`src/rtl/alu_seq_pkg.sv`:
```
// Shared types and constants for the byte-serial ALU sequencer.
package alu_seq_pkg;

  // Controller phases: waiting for work, stepping bytes, holding the response
  typedef enum logic [1:0] {
    IDLE = 2'd0,
    EXEC = 2'd1,
    DONE = 2'd2
  } state_t;

  // alu8 function selects with a named meaning in arithmetic mode
  localparam logic [3:0] SEL_ADD = 4'b1001;
  localparam logic [3:0] SEL_SUB = 4'b0110;

endpackage

```
`src/rtl/alu_seq_ctrl.sv`:
```
// alu_seq_ctrl: steps a multi-byte operation through an external 8-bit alu8,
// one byte per cycle from byte 0 upward, chaining the carry between bytes,
// and presents the assembled result on a valid/ready response port.
// Optional feature macro: ALU_SEQ_FLAGS_EN adds the rsp_zero / rsp_ovf flags.
module alu_seq_ctrl
  import alu_seq_pkg::*;
#(
  parameter int NBYTES = 4
) (
  input  logic                  clk,
  input  logic                  rst,
  input  logic                  req_valid,
  output logic                  req_ready,
  input  logic [8*NBYTES-1:0]   req_a,
  input  logic [8*NBYTES-1:0]   req_b,
  input  logic [3:0]            req_sel,
  input  logic                  req_mode,
  input  logic                  req_cin,
  input  logic [1:0]            req_len,
  output logic [7:0]            alu_a,
  output logic [7:0]            alu_b,
  output logic [3:0]            alu_sel,
  output logic                  alu_mode,
  output logic                  alu_cin,
  input  logic [7:0]            alu_result,
  input  logic                  alu_cout,
  output logic                  rsp_valid,
  input  logic                  rsp_ready,
  output logic [8*NBYTES-1:0]   rsp_result,
  output logic                  rsp_cout
`ifdef ALU_SEQ_FLAGS_EN
  ,
  output logic                  rsp_zero,
  output logic                  rsp_ovf
`endif
);

  localparam int W = 8 * NBYTES;

  state_t         state_q, state_d;
  logic [W-1:0]   a_q, b_q;
  logic [W-1:0]   result_q, result_d;
  logic [3:0]     sel_q;
  logic           mode_q;
  logic           cin_q;
  logic [1:0]     len_q;
  logic [1:0]     idx_q;
  logic           cout_q;   // carry out of the previous byte; final carry in DONE

  logic [1:0]     len_clamped;
  logic           accept;
  logic           last_byte;
  logic [7:0]     a_byte, b_byte;

  assign accept    = req_valid && (state_q == IDLE);
  assign last_byte = (idx_q == len_q);

  // Requests longer than the operand width are shortened to the full width
  always_comb begin
    len_clamped = req_len;
    if ({1'b0, req_len} >= 3'(NBYTES))
      len_clamped = 2'(NBYTES - 1);
  end

  // State register; reset aborts any operation in flight
  always_ff @(posedge clk or posedge rst) begin
    if (rst) state_q <= IDLE;
    else     state_q <= state_d;
  end

  // Next-state: one EXEC cycle per active byte, then hold DONE until taken
  always_comb begin
    state_d = state_q;
    case (state_q)
      IDLE:    if (req_valid)  state_d = EXEC;
      EXEC:    if (last_byte)  state_d = DONE;
      DONE:    if (rsp_ready)  state_d = IDLE;
      default:                 state_d = IDLE;
    endcase
  end

  // Outputs decoded from state; the alu8 byte lanes are quiet outside EXEC
  always_comb begin
    req_ready = (state_q == IDLE);
    rsp_valid = (state_q == DONE);
    alu_sel   = sel_q;
    alu_mode  = mode_q;
    alu_a     = 8'h00;
    alu_b     = 8'h00;
    alu_cin   = 1'b0;
    if (state_q == EXEC) begin
      alu_a = a_byte;
      alu_b = b_byte;
      if (!mode_q)
        alu_cin = (idx_q == 2'd0) ? cin_q : cout_q;
    end
  end

  // Select the operand bytes addressed by the current index
  always_comb begin
    a_byte = 8'h00;
    b_byte = 8'h00;
    for (int i = 0; i < NBYTES; i++) begin
      if (idx_q == 2'(i)) begin
        a_byte = a_q[i*8 +: 8];
        b_byte = b_q[i*8 +: 8];
      end
    end
  end

  // Merge this cycle's alu8 byte into the result at the current index
  always_comb begin
    result_d = result_q;
    for (int i = 0; i < NBYTES; i++) begin
      if (idx_q == 2'(i))
        result_d[i*8 +: 8] = alu_result;
    end
  end

  // Operand latch, byte index, result assembly and carry chain
  always_ff @(posedge clk or posedge rst) begin
    if (rst) begin
      a_q      <= '0;
      b_q      <= '0;
      sel_q    <= '0;
      mode_q   <= 1'b0;
      cin_q    <= 1'b0;
      len_q    <= '0;
      idx_q    <= '0;
      result_q <= '0;
      cout_q   <= 1'b0;
    end else if (accept) begin
      a_q      <= req_a;
      b_q      <= req_b;
      sel_q    <= req_sel;
      mode_q   <= req_mode;
      cin_q    <= req_cin;
      len_q    <= len_clamped;
      idx_q    <= '0;
      result_q <= '0;
      cout_q   <= 1'b0;
    end else if (state_q == EXEC) begin
      result_q <= result_d;
      cout_q   <= mode_q ? 1'b0 : alu_cout;
      if (!last_byte)
        idx_q <= idx_q + 2'd1;
    end
  end

  assign rsp_result = result_q;
  assign rsp_cout   = cout_q;

`ifdef ALU_SEQ_FLAGS_EN
  logic sa, sb, sr;

  // Sign bits of the top active byte feed the signed-overflow flag
  always_comb begin
    sa = 1'b0;
    sb = 1'b0;
    sr = 1'b0;
    for (int i = 0; i < NBYTES; i++) begin
      if (len_q == 2'(i)) begin
        sa = a_q[i*8 + 7];
        sb = b_q[i*8 + 7];
        sr = result_q[i*8 + 7];
      end
    end
  end

  // Bytes above len are held at zero, so a whole-word test covers the active bytes
  assign rsp_zero = (state_q == DONE) && (result_q == '0);
  assign rsp_ovf  = (state_q == DONE) && !mode_q &&
                    ((sel_q == SEL_SUB) ? ((sa != sb) && (sr != sa))
                                        : ((sa == sb) && (sr != sa)));
`endif

endmodule

```
`config.mk`:
```
export PLATFORM = sky130hd
export DESIGN_NAME = alu_seq_ctrl
export DESIGN_NICKNAME = d
export VERILOG_FILES = /design/src/rtl/alu_seq_pkg.sv /design/src/rtl/alu_seq_ctrl.sv
export SDC_FILE = /design/constraint.sdc
export NUM_CORES = 1
export LEC_CHECK = 0
export ABC_AREA = 1
export CORE_UTILIZATION = 25
export CTS_CLUSTER_DIAMETER = 50
export CTS_CLUSTER_SIZE = 40
export DETAILED_ROUTE_END_ITERATION = 16
export SLEW_MARGIN = 20
export SYNTH_ARGS = -nofsm -noshare
export SYNTH_HDL_FRONTEND = slang
export SYNTH_SLANG_ARGS = --single-unit
```
`constraint.sdc`:
```
create_clock -name clk -period 7.4 [get_ports clk]
set_input_delay 1.11 -clock clk [delete_from_list [all_inputs] [get_ports clk]]
set_output_delay 1.11 -clock clk [all_outputs]
set_load 0.02 [all_outputs]
```
==> results.cfg, run 1 <==
[sta]
setup_viol = 0
tns_ns = 0
tightest_slew_ns = 0.729
post-route-min-period_ns = 4.09
rsz0062_at_grt = no
clock.fmax_mhz = 244
finalCritPeriodShare_pct = 55.3
fin_skew_ns = 0.0117
finalMaxSlewViolations = 0
final_hold_viol_count = 0
whs_ns = 0.475
maxSlewHeadroom_pct = 51.4

[setup_path]
end_kind = primary output
worstPathRequired_ns = 6.29
cp.arrival_ns = 2.98
criticalPathCategory = reg -> out
crit_fanout = 17
start_kind = flop

[floorplanning]
dieWidth_um = 143
core_region_area_um2 = 19500
dieArea_um2 = 20500
die_h_um = 143
rows = 51
io_pins = 142
start_util_pct = 25.6

[routing]
drc = 0
drtAntennaViolNets = 0
dr.pass1.iters = 5
avgRoutedWirePerCell_um = 14.8
drtIter0Drc = 228
viasPerCell = 4.24
vias = 4283
wl_mm = 14.9

[pwr]
power_density_nw_per_um2 = 441
p_leak_nw = 3.28
vdd_drop_max_v = 0.000162

[hold_path]
hp-class = reg -> reg

[yosys]
ys_types = 22
yosys-top-cells-area = dfrtp_1 (55%), nand2_1 (21%), o21ai_0 (4.2%)
yosysSeqAreaShare_pct = 54.8
syn_inst = 617
yosysWarnings = 0
synth_top_area_share_pct = 54.8
synth_fp_nets = 707
synth_area_per_cell_um2 = 8.06
synth_edf_count = 0
synth_seq_cells = 109
yosysTopAreaCell = dfrtp_1
syn_area_um2 = 4970
async_reset_ff_share_pct = 100
synthFlopType = dfrtp_1

[grt]
overflow = 0
grt_use_total_pct = 15.5
grt_pass1_wl_mm = 23.5
grt_max_degree = 66
grt_pass1_vias = 4321
antenna_found_initial = 0

[clock_tree]
cts-root-buf = clkbuf_16
cts_buffers = 9
clk_path_buf_depth = 2
hold_buffers = 0
cts.clk_slew.worst_paths_ns = 0.07
cts_resized = 0
post_cts_buffers = 0
cts_tree = yes
htreeDepth = 3
clock_latency_ns = 0.36
cts.sinks = 109

[place]
numPortBuffers = 141
gp_congestion = 0.855
place.detailed.hpwl_mm = 10.6

[job]
cap_violations = 0

[cells_and_area]
area_growth_pct = 38.1
final_common_cell = nand2_1
final_cell_mix = nand2_1 (276), clkdlybuf4s50_1 (141), dfrtp_1 (109)
fin_nets = 830
diodes = 0
drive_gt1_share_pct = 5.77

[outcome]
outcome = finished, final reports clean
-- report_power, final --
part	switching, mW	internal [mW]
clock network	0.234	0.274
logic	0.907	0.575
registers	0.159	0.879
-- Yosys cell counts (3+ instances only) --
| cell type | instances |
|---|---|
| nand2_1 | 276 |
| dfrtp_1 | 109 |
| inv_1 | 47 |
| o21ai_0 | 42 |
| a21oi_1 | 30 |
| nand3_1 | 30 |
| clkbuf_1 | 14 |
| o21ai_1 | 11 |
| buf_2 | 8 |
| nor2_2 | 8 |
| buf_6 | 7 |
| o211ai_1 | 7 |
| or2_2 | 7 |
| ha_1 | 5 |
| inv_2 | 4 |
| nor2_1 | 3 |
-- worst max-delay path, cell delays in order (launching register included) --
cell and delay, ns:
dfrtp_1 0.43, inv_1 0.16, ha_1 0.62, inv_2 0.30, or2_2 0.34, nand3_1 0.10, o21ai_0 0.09, clkdlybuf4s50_1 0.58
-- sequential cells by signal, indices dropped and copies added (netlist names) --
register    cells
a_q            32
rsp_cout        1
b_q            32
len_q           2
idx_q           2
alu_mode        1
rsp_result     32
alu_sel         4
state_q         2
cin_q           1
-- cell families after synthesis --
group / synth area share [%]
AO/OA/AOI/OAI: 9.89
buffers and inverters: 7.67
flip-flops: 54.8
AND/OR/NAND/NOR: 26.3
adder cells (fa/ha/maj): 1.26
-- per-stage QoR --
step	cells	util (%)	power, mW	instance area [um^2]	setup WS [ns]
floorplan	617	-	1.95	4970	3.42
global placement	994	33.7	2.52	6560	3.76
detailed placement	994	33.7	2.53	6560	3.67
CTS	1010	35.3	3.06	6870	3.28
global route	1010	35.3	3.27	6870	3.15
finish	1010	35.3	3.03	6870	3.31
-- worst paths after layout --
path | from | to | slack, ns | depth (start not counted)
worst max-delay path | idx_q[0]$_DFFE_PP0P_ | alu_a[3] | 3.31 | 7
max in group asynchronous | rst | rsp_result[2]$_DFFE_PP0P_ | 4.98 | 3
min in group asynchronous | rst | rsp_result[14]$_DFFE_PP0P_ | 1.21 | 2
worst min-delay path | b_q[16]$_DFFE_PP0P_ | b_q[16]$_DFFE_PP0P_ | 0.48 | 2
worst max register to register | idx_q[0]$_DFFE_PP0P_ | rsp_result[22]$_DFFE_PP0P_ | 4.91 | 5
worst min register to register | b_q[16]$_DFFE_PP0P_ | b_q[16]$_DFFE_PP0P_ | 0.48 | 2
-- final cells by class --
| type | count | area [um^2] |
|---|---|---|
| clock buffers | 10 | 239 |
| fillers | 2041 | 12600 |
| repair buffers | 144 | 1430 |
| flip-flops and latches | 109 | 2730 |
| inverters | 51 | 195 |
| multi-input cells | 425 | 1870 |
| well taps | 265 | 332 |
| clock inverters | 6 | 70.1 |
-- routing by layer --
layer	up-vias	routed length, um	global-route usage [%]
met1	1937	7260	21.8
li1	2168	-	-
met5	-	0	0
met4	0	355	5.66
met2	154	6290	22.6
met3	24	1020	3.92
Note: power is estimated with default switching activity, not from simulation.
==> run 2, diff against run 1 <==
- clock period: 7.4 -> 4.1 ns (I/O delays scaled with it)
==> results.cfg, run 2 (synthesis results as in run 1) <==
[clock_tree]
hold_buffers = 0
clock_latency_ns = 0.35
cts_tree = yes
cts.sinks = 109
cts-root-buf = clkbuf_16
cts_buffers = 9
clk_path_buf_depth = 2
cts_resized = 0
cts.clk_slew.worst_paths_ns = 0.08
htreeDepth = 3
post_cts_buffers = 0

[place]
gp_congestion = 0.874
dp_slack_ns = 1.13
place.detailed.hpwl_mm = 10.8
numPortBuffers = 141

[cells_and_area]
final_common_cell = nand2_1
nFillCells = 2032
fin_nets = 833
finish.utilization_pct = 35.6
multi_input_comb_area_um2 = 1870
drive_gt1_share_pct = 6.15
area_growth_pct = 39.4
seq_area_um2 = 2730
final_cell_mix = nand2_1 (276), clkdlybuf4s50_1 (141), dfrtp_1 (109)

[routing]
dr.pass1.iters = 5
drtAntennaViolNets = 0
viasPerCell = 4.31
wl_mm = 14.9
avgRoutedWirePerCell_um = 14.7
vias = 4369
drtIter0Drc = 195
drc = 0

[sta]
post-route-min-period_ns = 3.35
finalCritPeriodShare_pct = 81.6
finalMaxSlewViolations = 0
fin_skew_ns = 0.00701
layout_setup_ws_ns = 0.753
tightest_slew_ns = 0.638
setup_viol = 0
final_hold_viol_count = 0
rsz0062_at_grt = no
clock.fmax_mhz = 299
maxSlewHeadroom_pct = 57.5
tns_ns = 0

[grt]
grt_pass1_wl_mm = 23.4
grt_use_total_pct = 15.4
overflow = 0
grt_pass1_vias = 4234
antenna_found_initial = 1
grt_max_degree = 76

[setup_path]
rr_worst_depth = 6
crit_fanout = 16
start_kind = flop
reg2reg_from = state_q[0]$_DFFE_PP0P_
rrSetupSlack_ns = 2.04
worstPathRequired_ns = 3.48
criticalPathCategory = reg -> out
timing.rr.end = rsp_result[20]$_DFFE_PP0P_
cp.arrival_ns = 2.73
end_kind = primary output

[pwr]
vdd_drop_max_v = 0.000312
p_leak_nw = 3.31
power_density_nw_per_um2 = 789

[hold_path]
min_from = b_q[30]$_DFFE_PP0P_
hp-class = reg -> reg
min_to = b_q[30]$_DFFE_PP0P_
min_path_cells = 2

[outcome]
outcome = finished, final reports clean

[floorplanning]
core_region_area_um2 = 19500
dieArea_um2 = 20500
rows = 51
io_pins = 142
dieWidth_um = 143
die_h_um = 143
start_util_pct = 25.6

[job]
cap_violations = 0
[run 2: worst max path at each step]
stage	slack, ns	end	startpoint	depth (start not counted)
6_report	0.75	alu_b[0]	idx_q[1]$_DFFE_PP0P_	6
5_1_grt	0.55	alu_b[7]	idx_q[0]$_DFFE_PP0P_	7
4_1_cts	0.73	alu_b[0]	idx_q[1]$_DFFE_PP0P_	6
3_5_place_dp	1.13	alu_b[0]	idx_q[1]$_DFFE_PP0P_	6
3_3_place_gp	1.15	alu_b[0]	idx_q[0]$_DFFE_PP0P_	6
2_1_floorplan	0.61	a_q[0]$_DFFE_PP0P_	rst	1
[run 2: cell type report]
class	instances	area share [%]
clock buffer	9	3.25
sequential	109	39.3
antenna	1	0.0361
clock inverter	7	1.17
tap	265	4.78
inverter	51	2.81
timing repair buffer	147	21.7
multi-input combinational	425	27.0
[run 2: stage by stage]
step           hold WS (ns)  power (mW)  instances  instance area, um^2
6_report              0.476        5.47       1014                 6930
4_1_cts               0.480        5.53       1012                 6900
3_5_place_dp          0.460        4.60        996                 6600
5_1_grt               0.500        5.92       1013                 6930
2_1_floorplan         0.441        3.52        617                 4970
3_3_place_gp          0.459        4.56        996                 6600
[run 2: layer usage]
| layer | GRT usage [%] | routed length (um) |
|---|---|---|
| met1 | 22.4 | 7290 |
| met2 | 22.1 | 6280 |
| met3 | 3.02 | 970 |
| met4 | 6.28 | 354 |
| met5 | 0 | 0 |
[run 2: power by group]
part           internal (mW)  switching [mW]
Clock                  0.483           0.424
Sequential              1.59           0.307
Combinational           1.06            1.62
Total                   3.13            2.35
[run 2: critical path, stage by stage (launching register included)]
cell	delay, ns
dfrtp_1	0.42
ha_1	0.57
nand2_1	0.41
inv_1	0.23
nand2_1	0.07
nand2_1	0.07
clkdlybuf4s50_1	0.61
